File: config.mk
export PLATFORM = sky130hd
export DESIGN_NAME = tpum_apb_master
export DESIGN_NICKNAME = d
export VERILOG_FILES = /design/src/rtl/tpum_apb_pkg.sv /design/src/rtl/tpum_apb_master.sv
export SDC_FILE = /design/constraint.sdc
export NUM_CORES = 1
export LEC_CHECK = 0
export CAP_MARGIN = 20
export CORE_MARGIN = 4
export CORE_UTILIZATION = 41
export CTS_CLUSTER_SIZE = 20
export DETAILED_ROUTE_END_ITERATION = 16
export PLACE_DENSITY = 0.82
export SLEW_MARGIN = 40
export SYNTH_ARGS = -nofsm -noshare
export SYNTH_HDL_FRONTEND = slang
export SYNTH_SLANG_ARGS = --single-unit
File: constraint.sdc
create_clock -name clk -period 2.1 [get_ports clk]
set_clock_uncertainty 0.2 [all_clocks]
set_input_delay 0.21 -clock clk [delete_from_list [all_inputs] [get_ports clk]]
set_output_delay 0.21 -clock clk [all_outputs]
set_load 0.1 [all_outputs]
File: src/rtl/tpum_apb_pkg.sv
// rtl/tpum_apb_pkg.sv - shared types and constants for the APB burst master
package tpum_apb_pkg;

  typedef enum logic [1:0] {
    ST_IDLE   = 2'd0,
    ST_WDATA  = 2'd1,
    ST_SETUP  = 2'd2,
    ST_ACCESS = 2'd3
  } state_e;

  localparam int unsigned BEAT_STRIDE = 4;

  // Register-file index map shared with the block's software-visible layout
  localparam int unsigned REG_CTRL_FIRST = 0;
  localparam int unsigned REG_CTRL_LAST  = 8;
  localparam int unsigned REG_TEMP_FIRST = 9;
  localparam int unsigned REG_TEMP_LAST  = 15;
  localparam int unsigned REG_R1_FIRST   = 16;
  localparam int unsigned REG_R1_LAST    = 47;
  localparam int unsigned REG_R2_FIRST   = 48;
  localparam int unsigned REG_R2_LAST    = 79;
  localparam int unsigned REG_RA_FIRST   = 80;
  localparam int unsigned REG_RA_LAST    = 111;

endpackage

File: src/rtl/tpum_apb_master.sv
// rtl/tpum_apb_master.sv - APB burst master; ACCESS timeout enabled by TPUM_APB_TIMEOUT_EN
module tpum_apb_master
  import tpum_apb_pkg::*;
#(
  parameter int ADDR_W         = 8,
  parameter int MAX_LEN_W      = 5,
  parameter int TIMEOUT_CYCLES = 64
) (
  input  logic                 clk,
  input  logic                 rst_n,
  input  logic                 cmd_valid,
  output logic                 cmd_ready,
  input  logic                 cmd_write,
  input  logic [ADDR_W-1:0]    cmd_addr,
  input  logic [MAX_LEN_W-1:0] cmd_len,
  input  logic                 wdata_valid,
  output logic                 wdata_ready,
  input  logic [31:0]          wdata,
  output logic                 rsp_valid,
  output logic [31:0]          rsp_rdata,
  output logic                 rsp_err,
  output logic                 rsp_last,
  output logic                 apb_psel,
  output logic                 apb_penable,
  output logic                 apb_pwrite,
  output logic [ADDR_W-1:0]    apb_paddr,
  output logic [31:0]          apb_pwdata,
  input  logic [31:0]          apb_prdata,
  input  logic                 apb_pready,
  input  logic                 apb_pslverr
);

  state_e               state_q, state_d;
  logic                 gap_q, gap_d;
  logic                 write_q, write_d;
  logic [MAX_LEN_W-1:0] len_q, len_d;
  logic [MAX_LEN_W-1:0] beat_q, beat_d;
  logic [ADDR_W-1:0]    addr_q, addr_d;
  logic [31:0]          pwdata_q, pwdata_d;
  logic                 rsp_valid_q, rsp_valid_d;
  logic [31:0]          rsp_rdata_q, rsp_rdata_d;
  logic                 rsp_err_q, rsp_err_d;
  logic                 rsp_last_q, rsp_last_d;
  logic                 cmd_ready_q, cmd_ready_d;
  logic                 wdata_ready_q, wdata_ready_d;
  logic                 psel_q, psel_d;
  logic                 penable_q, penable_d;
  logic                 tmo_hit;

`ifdef TPUM_APB_TIMEOUT_EN
  logic [15:0] tmo_cnt_q, tmo_cnt_d;

  assign tmo_hit   = (state_q == ST_ACCESS) && (tmo_cnt_q == 16'(TIMEOUT_CYCLES - 1));
  assign tmo_cnt_d = (state_q == ST_ACCESS) ? tmo_cnt_q + 16'd1 : 16'd0;

  always_ff @(posedge clk) begin
    if (!rst_n) tmo_cnt_q <= '0;
    else        tmo_cnt_q <= tmo_cnt_d;
  end
`else
  assign tmo_hit = 1'b0;
`endif

  always_comb begin
    state_d     = state_q;
    gap_d       = gap_q;
    write_d     = write_q;
    len_d       = len_q;
    beat_d      = beat_q;
    addr_d      = addr_q;
    pwdata_d    = pwdata_q;
    rsp_valid_d = 1'b0;
    rsp_rdata_d = rsp_rdata_q;
    rsp_err_d   = rsp_err_q;
    rsp_last_d  = rsp_last_q;

    unique case (state_q)
      ST_IDLE: begin
        if (cmd_ready_q && cmd_valid) begin
          write_d = cmd_write;
          addr_d  = cmd_addr;
          len_d   = cmd_len;
          beat_d  = '0;
          gap_d   = 1'b0;
          state_d = cmd_write ? ST_WDATA : ST_SETUP;
        end
      end
      ST_WDATA: begin
        if (wdata_valid) begin
          pwdata_d = wdata;
          state_d  = ST_SETUP;
        end
      end
      ST_SETUP: begin
        // gap_q marks the idle cycle that separates consecutive read beats
        if (gap_q) gap_d = 1'b0;
        else       state_d = ST_ACCESS;
      end
      ST_ACCESS: begin
        if (apb_pready) begin
          rsp_valid_d = 1'b1;
          rsp_rdata_d = write_q ? 32'd0 : apb_prdata;
          rsp_err_d   = apb_pslverr;
          rsp_last_d  = (beat_q == len_q);
          if (beat_q == len_q) begin
            state_d = ST_IDLE;
          end else begin
            addr_d = addr_q + ADDR_W'(BEAT_STRIDE);
            beat_d = beat_q + 1'b1;
            if (write_q) begin
              state_d = ST_WDATA;
            end else begin
              state_d = ST_SETUP;
              gap_d   = 1'b1;
            end
          end
        end else if (tmo_hit) begin
          rsp_valid_d = 1'b1;
          rsp_rdata_d = 32'd0;
          rsp_err_d   = 1'b1;
          rsp_last_d  = 1'b1;
          state_d     = ST_IDLE;
        end
      end
      default: state_d = ST_IDLE;
    endcase

    cmd_ready_d   = (state_d == ST_IDLE);
    wdata_ready_d = (state_d == ST_WDATA);
    psel_d        = ((state_d == ST_SETUP) && !gap_d) || (state_d == ST_ACCESS);
    penable_d     = (state_d == ST_ACCESS);
  end

  always_ff @(posedge clk) begin
    if (!rst_n) begin
      state_q       <= ST_IDLE;
      gap_q         <= 1'b0;
      write_q       <= 1'b0;
      len_q         <= '0;
      beat_q        <= '0;
      addr_q        <= '0;
      pwdata_q      <= '0;
      rsp_valid_q   <= 1'b0;
      rsp_rdata_q   <= '0;
      rsp_err_q     <= 1'b0;
      rsp_last_q    <= 1'b0;
      cmd_ready_q   <= 1'b0;
      wdata_ready_q <= 1'b0;
      psel_q        <= 1'b0;
      penable_q     <= 1'b0;
    end else begin
      state_q       <= state_d;
      gap_q         <= gap_d;
      write_q       <= write_d;
      len_q         <= len_d;
      beat_q        <= beat_d;
      addr_q        <= addr_d;
      pwdata_q      <= pwdata_d;
      rsp_valid_q   <= rsp_valid_d;
      rsp_rdata_q   <= rsp_rdata_d;
      rsp_err_q     <= rsp_err_d;
      rsp_last_q    <= rsp_last_d;
      cmd_ready_q   <= cmd_ready_d;
      wdata_ready_q <= wdata_ready_d;
      psel_q        <= psel_d;
      penable_q     <= penable_d;
    end
  end

  assign cmd_ready   = cmd_ready_q;
  assign wdata_ready = wdata_ready_q;
  assign rsp_valid   = rsp_valid_q;
  assign rsp_rdata   = rsp_rdata_q;
  assign rsp_err     = rsp_err_q;
  assign rsp_last    = rsp_last_q;
  assign apb_psel    = psel_q;
  assign apb_penable = penable_q;
  assign apb_pwrite  = write_q & psel_q;
  assign apb_paddr   = addr_q;
  assign apb_pwdata  = pwdata_q;

endmodule
**After elaboration in Yosys (flattened, before gate mapping)**

Index checks and enable logic that the tools add are counted.

- Input port bits: 84
- Output and inout port bits: 80
- Word-level logic and storage cells: 63
- Register bits after elaboration: 93

- Equality and inequality tests: 10
- Reduce and logical (&&, ||, !) cells: 12
- Bitwise gates (word level): 1
- Muxes and demuxes: 23
- $add $sub $neg: 2

Operators with widths:

| operator | number |
|---|---|
| two-way mux 32 bit | 1 |
| two-way mux 8 bit | 3 |
| case mux 8 bit (2 select lines) | 1 |
| two-way mux 5 bit | 3 |
| two-way mux 2 bit | 7 |
| case mux 5 bit (2 select lines) | 1 |
| adder 8 x 3 -> 8 bit (second input constant) | 1 |
| == test 2 bit (second input constant) | 4 |
| case mux 2 bit (4 select lines) | 1 |
| AND reduction 2 bit | 4 |
| != test 2 bit (second input constant) | 3 |
| adder 5 x 1 -> 5 bit (second input constant) | 1 |
| == test 5 bit | 1 |
| two-way mux 1 bit | 5 |
| == test 2 x 1 -> 1 bit (second input constant) | 2 |
| logical NOT 2 bit | 2 |
| AND reduction 4 bit | 1 |
| case mux 1 bit (3 select lines) | 1 |
| logical AND 1 bit | 2 |
| nonzero test 2 bit | 1 |
| bitwise AND 1 bit | 1 |
| logical NOT 1 bit | 1 |
| logical OR 1 bit | 1 |

**Longest topological paths before layout**

- Word-level depth: 7
- Mapped depth: 7
- Gate-level depth less buffers: 5

**Least setup slack after synthesis**

OpenSTA, ideal clock, no wires.

- Path kind: register to register
- Start point: register cmd_ready_q (netlist: cmd_ready)
- End point: register addr_q[4] (netlist: apb_paddr[4])
- Cell stages (with the launch flop): 7
- Slack: -288 ps
- Arrival time: 2055 ps
- Required time: 1767 ps
- Library setup time: 133 ps
- Period minus slack after synthesis: 2388 ps
- Buffers on the path: 2
- Cell sequence: dfxtp_1 > nor4bb_1 > buf_2 > clkbuf_1 > o22ai_1 > a21oi_1 > o32ai_1

- Word-level cells in the longest chain between the ends: 3

RTL lines:

| what | line | RTL |
|---|---|---|
| start, declared | tpum_apb_master.sv:44 | `logic cmd_ready_q, cmd_ready_d;` |
| start signal, assigned | tpum_apb_master.sv:163 | `cmd_ready_q <= cmd_ready_d;` |
| logical AND 1 bit | tpum_apb_master.sv:79 | `if (cmd_ready_q && cmd_valid) begin` |
| != test 2 bit (no line) | -- |  |
| AND reduction 4 bit (no line) | -- |  |
| end signal, assigned | tpum_apb_master.sv:157 | `addr_q <= addr_d;` |
| end, declared | tpum_apb_master.sv:38 | `logic [ADDR_W-1:0] addr_q, addr_d;` |

Every way passes these cells.
A chain may end at the register's enable or synchronous reset.

**Worst setup path after layout**

- Start point: register beat_q[2]
- End point: register psel_q (netlist: apb_psel)

- Word-level cells in the longest chain between the ends: 7
- Elaborated cells between the ends (all ways): 12
- Classes of those cells: eq/ne: 3; mux: 6; reduce/logical: 3

RTL lines:

| what | line | RTL |
|---|---|---|
| start, declared | tpum_apb_master.sv:37 | `logic [MAX_LEN_W-1:0] beat_q, beat_d;` |
| start signal, assigned | tpum_apb_master.sv:156 | `beat_q <= beat_d;` |
| == test 5 bit * | tpum_apb_master.sv:105 | `if (beat_q == len_q) begin` |
| two-way mux 2 bit / two-way mux 1 bit (equally long branches) | tpum_apb_master.sv:105 |  |
| two-way mux 2 bit / two-way mux 1 bit (equally long branches) | tpum_apb_master.sv:100 | `if (apb_pready) begin` |
| case mux 2 bit (4 select lines) / case mux 1 bit (3 select lines) (equally long branches) | tpum_apb_master.sv:77 | `unique case (state_q)` |
| == test 2 bit / logical NOT 1 bit (equally long branches) | tpum_apb_master.sv:130 | `psel_d = ((state_d == ST_SETUP) && !gap_d) \|\| (state_d == ST_ACCESS);` |
| logical AND 1 bit | tpum_apb_master.sv:130 |  |
| logical OR 1 bit * | tpum_apb_master.sv:130 |  |
| end signal, assigned | tpum_apb_master.sv:165 | `psel_q <= psel_d;` |
| end, declared | tpum_apb_master.sv:46 | `logic psel_q, psel_d;` |

Mark *: on every way between the ends. The rest lies on a longest branch, timed or not.

==> metrics.txt <==
post-synthesis simple-gate area fraction=18.21%; Iter 0 DRT Violations=137; Inserted Diodes=0; Area Growth Syn to Fin=51.66%; largest net degree at the start of global routing=44; GRT Overall Usage=18.65%; clock latency on the worst-skew pair=0.35 ns; DR DRC count=0; syn nets=479; clk buf depth=2; critical path type=reg -> reg; Resize count post-CTS=0; hpwl dp=7439 um; Final GP Congestion=0.8248; Hold Buf Count CTS=0; grt ovf=0; Non-Filler Cell Area, Final=5378 um2; global-route wire length before repair=15370 um; count leader, synth=nand2_1; slowest stage delay, CP=0.42 ns; post-route ant nets=0; setup violators final=0; area fraction in compound gates after synthesis=21.81%; mean post-synth cell area=9.023 um2; power per cell area=965.8 nW/um2; Worst-Margin Slew=0.7346 ns; share of flip-flops with an asynchronous set or reset=0%; die width=101.0 um; list of most frequent post-synthesis cells=nand2_1 (94), dfxtp_1 (93), a21oi_1 (54); share of layout cells above drive strength 1=23.49%; mux cell area share after synthesis=1.764%; total CTS buffers=9; endpoint class of the critical path=register; Vias=3482; max-cap violations=0; Clock Sinks=93; max layer used=met4; RSZ-0062 raised after global routing=false; Vias/cell=5.220; placed inst area=5179 um2; clk slew on worst S/H paths=0.09 ns; Most used DFF post-synth=dfxtp_1; TritonRoute pass-1 iters=6; CTS tree=done; Adder-Cell Fraction of Synth Area=0.7057%; core area=8299 um2; Initial Util=42.73%; Pleak=2.200 nW; sequential area share after synthesis=52.51%; status=finished, final reports clean; Post-Synth XOR/XNOR Area=1.235%; relative slew slack=50.91%; CP Max Fanout=6; Min-Delay Endpoint=len_q[3]; worst vdd ir=0.0003972 V; initial antenna violation count=0; Die ar.=10200 um2; wire per inst=15.05 um; final hold slack=0.2008 ns; FF-to-FF Start=beat_q[2]; via count of the first global-routing pass=3186; Met2 Routed Length=4630 um; Synth Instances=393; worst reg-to-reg path cell count=4; Ports=164; Hold Vio Cnt, Final=0; number of synthesized flops with an enable pin=0; post-synth top area share=52.51%; DRT met1 WL=4250 um; Yosys top cell by area=dfxtp_1; Design Power=5.194 mW; Reg2Reg Capture Point=apb_psel; ranking of synthesized cells by area=dfxtp_1 (53%), nand2_1 (10%), a22o_1 (7.9%), a21oi_1 (7.6%), clkbuf_1 (1.6%); Net count, final=643; DIE HEIGHT=101.0 um; H-tree levels=3; Min-Delay Startpoint=cmd_len[3]; worst min path class=in -> reg; cell area after synthesis=3546 um2; crit-path cells=xor2_1 > nor2_1 > a211o_1 > a221oi_2; port bufs=163; Final Max Tran Viols=0; Clock Root Buffer=clkbuf_8; startpoint types=register; Worst path slowest cell=dfxtp_1; R2R Setup Slk=0.19 ns; Critical Path AT=1.98 ns; post-CTS setup buffer count=0; Critical Path RT=2.17 ns; Rows=33; Fmax=524.4 MHz; Ys Warns=0; Seq cells post-synth=93; fin crit period=1.907 ns; largest family of logic cells by synthesized area=compound AO/OA/AOI/OAI gates; Synth cell types=48; metal3 WL=1047 um; final wirelength=10040 um; period utilization=90.81%; hold depth=3
[sequential cells by signal (all words and copies together), names as in the netlist]
signal / count
apb_pwdata: 32
rsp_rdata: 32
apb_paddr: 8
beat_q: 5
len_q: 5
state_q: 2
apb_penable: 1
apb_psel: 1
cmd_ready: 1
gap_q: 1
rsp_err: 1
rsp_last: 1
rsp_valid: 1
wdata_ready: 1
write_q: 1
[cell families after synthesis]
logic type / count (synthesis)
flip-flops: 93
adder cells (fa/ha/maj): 2
buffers and inverters: 32
multiplexers: 6
AND/OR/NAND/NOR: 140
XOR/XNOR: 5
AO/OA/AOI/OAI: 115
[stage by stage]
stage                     setup slack, ns  utilization [%]  setup TNS, ns  std cells
final                              0.1931            64.80              0        667
after global routing              0.07387            64.80              0        667
after CTS                          0.1965            64.80              0        667
after detailed placement         -0.08699            62.40        -0.1575        651
after global placement            -0.2416            62.28         -7.727        651
after floorplan                   0.04234                -              0        393
[worst max path at each step]
| stage | start | end | slack (ns) |
|---|---|---|---|
| after floorplan | cmd_ready | apb_paddr[4] | 0.04 |
| after global placement | apb_pready | rsp_rdata[5] | -0.24 |
| after detailed placement | apb_pready | wdata_ready | -0.09 |
| after CTS | beat_q[2] | apb_psel | 0.20 |
| after global routing | beat_q[3] | apb_paddr[3] | 0.07 |
| final | beat_q[2] | apb_psel | 0.19 |
[placed cells by master (no fill, tap or decap), types with 3 or more instances in the layout]
cell type | netlist | routed
nor3_2 | 1 | 3
and3_1 | 4 | 4
inv_1 | 3 | 3
nand2_1 | 94 | 94
buf_4 | 0 | 96
nand3_1 | 7 | 7
a22o_1 | 32 | 32
clkdlybuf4s50_1 | 0 | 83
nor2_1 | 4 | 3
o21ai_0 | 6 | 6
clkbuf_8 | 0 | 9
and2_1 | 5 | 4
nor3_1 | 5 | 3
a21oi_1 | 54 | 54
o22ai_1 | 6 | 6
xor2_1 | 5 | 5
dfxtp_1 | 93 | 90
dfxtp_2 | 0 | 3
or3_1 | 4 | 4
mux2i_1 | 4 | 4
[area by class of cell]
cell class	count	area, um2
fillers	674	2922
flip-flops and latches	93	1866
repair buffers	181	1592
multi-input cells	268	1575
well taps	105	131.4
clock buffers	10	127.6
clock inverters	6	71.32
inverters	4	15.01
[worst max-delay path: cells and delay by family (launching register included)]
family	cells	cell delay [ns]
xor+xnor	1	0.36
compound gates	2	0.64
flops	1	0.42
simple gates	1	0.21
[layer usage]
layer / global-route usage, % / up-vias
li1: - / 1713
met1: 23.88 / 1612
met2: 30.33 / 148
met3: 5.675 / 9
met4: 5.521 / 0
met5: 0 / -
[power by group]
part / internal [mW] / switching, mW / leakage, nW
registers: 1.92 / 0.118 / 0.753
clock network: 0.564 / 0.634 / 0.0988
logic: 0.592 / 1.37 / 1.35
Power figures use the tool's default switching activity.
